===== src/rtl/serv_bus_arbiter.sv =====
// Two-requester arbiter sharing one Wishbone-style port between SERV ibus and dbus.
// Optional watchdog built when ARB_TIMEOUT_EN is defined.
module serv_bus_arbiter #(
    parameter int FAIR    = 0,
    parameter int TIMEOUT = 255
) (
    input  logic        clk,
    input  logic        i_rst_n,
    input  logic [31:0] i_ibus_adr,
    input  logic        i_ibus_cyc,
    output logic [31:0] o_ibus_rdt,
    output logic        o_ibus_ack,
    input  logic [31:0] i_dbus_adr,
    input  logic [31:0] i_dbus_dat,
    input  logic [3:0]  i_dbus_sel,
    input  logic        i_dbus_we,
    input  logic        i_dbus_cyc,
    output logic [31:0] o_dbus_rdt,
    output logic        o_dbus_ack,
    output logic [31:0] o_wb_adr,
    output logic [31:0] o_wb_dat,
    output logic [3:0]  o_wb_sel,
    output logic        o_wb_we,
    output logic        o_wb_cyc,
    input  logic [31:0] i_wb_rdt,
    input  logic        i_wb_ack,
    output logic        o_timeout
);

    typedef enum logic [1:0] {
        IDLE  = 2'd0,
        GNT_I = 2'd1,
        GNT_D = 2'd2
    } state_t;

    state_t state, state_nxt;
    logic   last_grant, last_grant_nxt;  // 1 = dbus was granted last
    logic   to_hit;

`ifdef ARB_TIMEOUT_EN
    logic [7:0] cnt;
    logic       to_flag;

    // A real ack in the same cycle wins over the watchdog.
    assign to_hit    = (state != IDLE) && (cnt == 8'(TIMEOUT)) && !i_wb_ack;
    assign o_timeout = to_flag | to_hit;

    always_ff @(posedge clk or negedge i_rst_n) begin
        if (!i_rst_n) begin
            cnt     <= '0;
            to_flag <= 1'b0;
        end else begin
            if (state == IDLE)
                cnt <= '0;
            else if (!i_wb_ack && !to_hit)
                cnt <= cnt + 8'd1;
            if (to_hit)
                to_flag <= 1'b1;
        end
    end
`else
    assign to_hit    = 1'b0;
    assign o_timeout = 1'b0;
`endif

    always_ff @(posedge clk or negedge i_rst_n) begin
        if (!i_rst_n) begin
            state      <= IDLE;
            last_grant <= 1'b0;
        end else begin
            state      <= state_nxt;
            last_grant <= last_grant_nxt;
        end
    end

    always_comb begin
        state_nxt      = state;
        last_grant_nxt = last_grant;
        case (state)
            IDLE: begin
                if (i_dbus_cyc && i_ibus_cyc)
                    state_nxt = (FAIR != 0 && last_grant) ? GNT_I : GNT_D;
                else if (i_dbus_cyc)
                    state_nxt = GNT_D;
                else if (i_ibus_cyc)
                    state_nxt = GNT_I;
                if (state_nxt == GNT_D)
                    last_grant_nxt = 1'b1;
                else if (state_nxt == GNT_I)
                    last_grant_nxt = 1'b0;
            end
            GNT_I: if (i_wb_ack || !i_ibus_cyc || to_hit) state_nxt = IDLE;
            GNT_D: if (i_wb_ack || !i_dbus_cyc || to_hit) state_nxt = IDLE;
            default: state_nxt = IDLE;
        endcase
    end

    always_comb begin
        o_wb_adr   = '0;
        o_wb_dat   = '0;
        o_wb_sel   = '0;
        o_wb_we    = 1'b0;
        o_wb_cyc   = 1'b0;
        o_ibus_ack = 1'b0;
        o_dbus_ack = 1'b0;
        o_ibus_rdt = '0;
        o_dbus_rdt = '0;
        case (state)
            GNT_I: begin
                o_wb_adr   = i_ibus_adr;
                o_wb_sel   = 4'hF;
                o_wb_cyc   = i_ibus_cyc && !to_hit;
                o_ibus_ack = i_wb_ack || to_hit;
                o_ibus_rdt = i_wb_ack ? i_wb_rdt : '0;
            end
            GNT_D: begin
                o_wb_adr   = i_dbus_adr;
                o_wb_dat   = i_dbus_dat;
                o_wb_sel   = i_dbus_sel;
                o_wb_we    = i_dbus_we;
                o_wb_cyc   = i_dbus_cyc && !to_hit;
                o_dbus_ack = i_wb_ack || to_hit;
                o_dbus_rdt = i_wb_ack ? i_wb_rdt : '0;
            end
            default: ;
        endcase
    end

endmodule


===== config.mk =====
export PLATFORM = sky130hd
export DESIGN_NAME = serv_bus_arbiter
export DESIGN_NICKNAME = d
export VERILOG_FILES = /design/src/rtl/serv_bus_arbiter.sv
export SDC_FILE = /design/constraint.sdc
export NUM_CORES = 1
export LEC_CHECK = 0
export BUFFER_PORTS_ARGS = -buffer_cell sky130_fd_sc_hd__buf_2
export CORE_AREA = 3 3 106 108
export CTS_BUF_LIST = sky130_fd_sc_hd__clkbuf_4 sky130_fd_sc_hd__clkbuf_8
export CTS_CLUSTER_DIAMETER = 120
export DETAILED_ROUTE_END_ITERATION = 12
export DIE_AREA = 0 0 109 111
export PLACE_DENSITY_LB_ADDON = 0.15
export SLEW_MARGIN = 10
export SYNTH_ARGS = -nofsm -noshare
export SYNTH_HDL_FRONTEND = slang
export SYNTH_SLANG_ARGS = --single-unit

===== constraint.sdc =====
create_clock -name clk -period 4.2 [get_ports clk]
set_clock_uncertainty 0.2 [all_clocks]
set_input_delay 0.84 -clock clk [delete_from_list [all_inputs] [get_ports clk]]
set_output_delay 0.84 -clock clk [all_outputs]
set_load 0.02 [all_outputs]

After elaboration in Yosys (flattened, before gate mapping) --
Cells that the tools add are included.
Operators by class: eq/ne operators 5, muxes and demuxes 16, reduce and logical (&&, ||, !) cells 7
Operators with widths (number):
- $mux 32 | 4
- $pmux 32 s2 | 1
- $mux 2 | 5
- $pmux 4 s2 | 1
- $pmux 2 s3 | 1
- $ne 2x2->1 const B | 2
- $ne 4x4->1 const B | 1
- $mux 1 | 3
- $reduce_and 3->1 | 1
- $eq 2x1->1 const B | 1
- $eq 2x2->1 const B | 1
- $logic_not 1->1 | 2
- $logic_not 2->1 | 1
- $logic_or 1x1->1 | 2
- $pmux 1 s2 | 1
- $logic_and 1x1->1 | 1
Word-level totals: register bits 2, input bits 138, output and inout port bits 137, logic and storage cells 29

Longest topological paths before layout --
depth in word-level cells 4, depth in mapped cells 7, depth with buffers taken out 5

Worst setup path before layout --
Ideal clock, no wire load.
path type reg-to-output, start point register state[1], end point output port o_wb_adr[10], data arrival time 1367 ps, required time 3160 ps, setup slack 1793 ps, stages on the path, launching flop included 5, path buffers 1, path through dfrtp_1 > inv_1 > ha_1 > clkbuf_1 > nor2b_1
Between the ends: word-level cells in the longest chain between the ends 2, elaborated cells on any way between the ends 3, classes of those cells 2 x eq/ne; 1 x mux
RTL lines:
- from (decl) | RTL line 36 | state_t state, state_nxt;
- from (signal assigned) | RTL line 71 | state <= state_nxt;
- $eq 2x2->1 / $eq 2x1->1 (equally long branches) | RTL line 108 | case (state)
- $pmux 32 s2 (*) | RTL line 108
- to (decl) | RTL line 20 | output logic [31:0] o_wb_adr,
Mark *: on every way between the ends. The rest lies on a longest branch, timed or not.

Final worst setup path --
start point register state[1], end point output port o_ibus_rdt[19]
Between the ends: word-level cells in the longest chain between the ends 2
RTL lines:
- $eq 2x1->1 | RTL line 108
- $mux 32 | RTL line 108
- to (decl) | RTL line 11 | output logic [31:0] o_ibus_rdt,
No other way between the ends.

==> impl_metrics.toml <==
[layout]
ff_latch_area_um2 = 50.0
multi_input_comb_area_um2 = 1240
antennaDiodeCount = 0
fin_nets = 615
instances_no_fill = 607
layout-drive-gt1-share = 0.601
top_register = "state"
biggest_registers_after_layout = "state (2)"
area_growth_syn_to_layout_pct = 96.5
nFillCells = 1146
largest_register_ffs = 2

[synthesis]
post_synth.cell_area_avg_um2 = 6.66
syn-cell-area_um2 = 1480
yosysSeqAreaShare = 0.0338
post_synth_cell_types = 21
synth_warnings = 0
syn_inst = 222
postSynthNetCount = 364
synth-seq-cells = 2

[floorplanning]
die_area_um2 = 12100
die_width_um = 109
row_count = 37
floorplan.io_pins = 275
initial_utilization = 0.143
floorplan.core_area_um2 = 10300
die_extent_in_y_um = 111

[place]
placed_cells_incl_taps = 604
port_buffers = 273
dp_wirelength_um = 6410
gp_congestion = 0.762
place_ws_ns = 1.13

[sta]
unrepaired_setup_endpoints_after_global_routing = "false"
setup_viol_count_final = 0
total_negative_slack_for_setup_checks_ns = 0
min_period_over_period = 0.776
max_clock_freq_ghz = 0.307
timing_worst_slew_pin_value_ns = 0.897
report.final.slew_viol_count = 0
final.min_clock_period_ns = 3.26
final_hold_viol_count = 0
fin_ws_ns = 0.940
worst_slew_slack_as_a_fraction_of_its_limit = 0.402

[clocking]
clock-sinks = 2
cts_tree = "yes"
cts_made_buffers = 3
clock_latency_late_sink_ns = 0.21
post_cts_hold_buffer_count = 0
cts_root_buffer = "sky130_fd_sc_hd__clkbuf_8"
cts.reportedPaths.clkPinSlew_ns = 0.03
clockBufferDepth = 2
cts.repair.resized = 0
post-cts-setup-buffers = 0
h_tree_levels = 1

[critical_path]
worst_path_arrival_ns = 2.22
path_cells = "inv_1, ha_2, buf_4, and3_1, buf_2"
worst_setup_path_end_kind = "output port"
highest_delay_cell_along_the_critical_path = "sky130_fd_sc_hd__ha_2"
worst-endpoint-required_ns = 3.16
critPathMaxStageDelay_ns = 0.78
critical_path.max_fanout = 48
timing_worst_setup_path_type = "flop to output port"
critPathLaunchType = "flop"

[routing]
detail_route.iter0.violations = 127
vias_per_cell = 4.17
drc_errors = 0
wire_per_inst_um = 13.1
detailroute.via_count = 2533
detail_route.wirelength_um = 7960
firstDrtPassIters = 4
route.antenna.remaining_nets = 0

[grt]
use_met3 = 0.0280
met1_usage = 0.127
first_global_vias = 2402
number_of_antenna_violations_at_the_first_check_in_global_routing = 0
grt.total_usage = 0.120
grt_util_met2 = 0.233
grt.overflow.total = 0
global_route_wire_length_before_repair_um = 11800
top_usage_layer = "met2"
grt_max_degree = 71

[pwr]
totalPowerFinal_mw = 1.42
p_leak_nw = 1.97
power.density_nw_per_um2 = 489
irDropWorstVdd_mv = 0.225

[min_path]
holdCritPathClass = "input pin to async pin"

[run_status]
run_status = "finished clean"

[run]
cap_violations = 0
## worst max-delay path, delay by kind of cell, from the launching register on
| kind | cells | cell delay, ns |
|---|---|---|
| AND/OR/NAND/NOR | 1 | 0.18 |
| flip-flops | 1 | 0.40 |
| adder cells (fa/ha/maj) | 1 | 0.78 |
| buffers and inverters | 3 | 0.64 |
## final cells by class
cell class	instances	area share
Timing Repair Buffer	276	0.478
Sequential cell	2	0.0172
Inverter	3	0.00387
Tap cell	136	0.0585
Multi-Input combinational cell	187	0.428
Clock buffer	3	0.0142
## Yosys cell counts
master                      n  share of area
sky130_fd_sc_hd__and3_1    64           0.27
sky130_fd_sc_hd__nor2b_1   37           0.16
sky130_fd_sc_hd__and2_1    35           0.15
sky130_fd_sc_hd__a22oi_1   33           0.17
sky130_fd_sc_hd__clkbuf_1  14          0.036
sky130_fd_sc_hd__buf_2      7          0.024
sky130_fd_sc_hd__buf_6      6          0.046
sky130_fd_sc_hd__a21oi_1    4          0.014
sky130_fd_sc_hd__ha_1       4          0.034
sky130_fd_sc_hd__buf_4      3          0.015
sky130_fd_sc_hd__inv_1      3         0.0076
sky130_fd_sc_hd__dfrtp_1    2          0.034
sky130_fd_sc_hd__o21ai_1    2         0.0068
sky130_fd_sc_hd__a21boi_1   1         0.0051
sky130_fd_sc_hd__a21oi_2    1         0.0059
sky130_fd_sc_hd__a22oi_2    1         0.0085
sky130_fd_sc_hd__conb_1     1         0.0025
sky130_fd_sc_hd__nand3b_1   1         0.0051
sky130_fd_sc_hd__o21bai_1   1         0.0051
sky130_fd_sc_hd__o22ai_1    1         0.0042
sky130_fd_sc_hd__o31ai_1    1         0.0051
## layer usage
metal,share of wire,vias to the layer above
li1,-,1282
met2,0.52,151
met4,0.011,0
met5,0,-
met1,0.36,1094
met3,0.10,6
## placed cells by master, fill, tap and decap left out
cell type / netlist / final
sky130_fd_sc_hd__o21ai_1: 2 / 2
sky130_fd_sc_hd__and3_1: 64 / 64
sky130_fd_sc_hd__buf_2: 7 / 273
sky130_fd_sc_hd__buf_4: 3 / 3
sky130_fd_sc_hd__a22oi_1: 33 / 33
sky130_fd_sc_hd__o21bai_1: 1 / 1
sky130_fd_sc_hd__and2_1: 35 / 35
sky130_fd_sc_hd__o31ai_1: 1 / 1
sky130_fd_sc_hd__a21oi_2: 1 / 1
sky130_fd_sc_hd__clkbuf_8: 0 / 3
sky130_fd_sc_hd__nand3b_1: 1 / 1
sky130_fd_sc_hd__ha_1: 4 / 2
sky130_fd_sc_hd__conb_1: 1 / 1
sky130_fd_sc_hd__a22oi_2: 1 / 1
sky130_fd_sc_hd__nor2b_1: 37 / 37
sky130_fd_sc_hd__a21oi_1: 4 / 4
sky130_fd_sc_hd__dfrtp_1: 2 / 2
sky130_fd_sc_hd__inv_1: 3 / 3
sky130_fd_sc_hd__o22ai_1: 1 / 1
sky130_fd_sc_hd__a21boi_1: 1 / 1
sky130_fd_sc_hd__ha_2: 0 / 2
## report_power, final
group / switching, mW / internal (mW) / total, mW
sequential: 0.00669 / 0.0272 / 0.0339
combinational: 0.812 / 0.500 / 1.31
clock: 0.0154 / 0.0606 / 0.0760
total: 0.834 / 0.588 / 1.42
## kinds of logic after synthesis
logic type                 synth area share
and+or+nand+nor                       0.580
AOI/OAI and AO/OA                     0.222
buffers and inverters                 0.128
adders and majority gates            0.0338
DFF                                  0.0338
other                               0.00254
## final timing paths
path,start,to,slack [ns],depth (start not counted)
worst min register to register,state[0],state[0],0.41,2
worst min-delay path,i_rst_n,state[1],0.21,1
worst max register to register,state[1],state[1],2.12,5
max in group asynchronous,i_rst_n,state[0],3.49,1
worst max-delay path,state[1],o_ibus_rdt[19],0.94,5
min in group clk,state[0],state[0],0.41,2
## stage by stage
step                      hold WS, ns  instance area [um2]   util
after global routing            0.206                 2910  0.282
after floorplan                 0.344                 1480      -
after global placement          0.401                 2870  0.278
final                           0.211                 2910  0.282
after detailed placement        0.417                 2870  0.278
after CTS                       0.209                 2910  0.282
No activity file was read; power rests on OpenSTA's default activity.
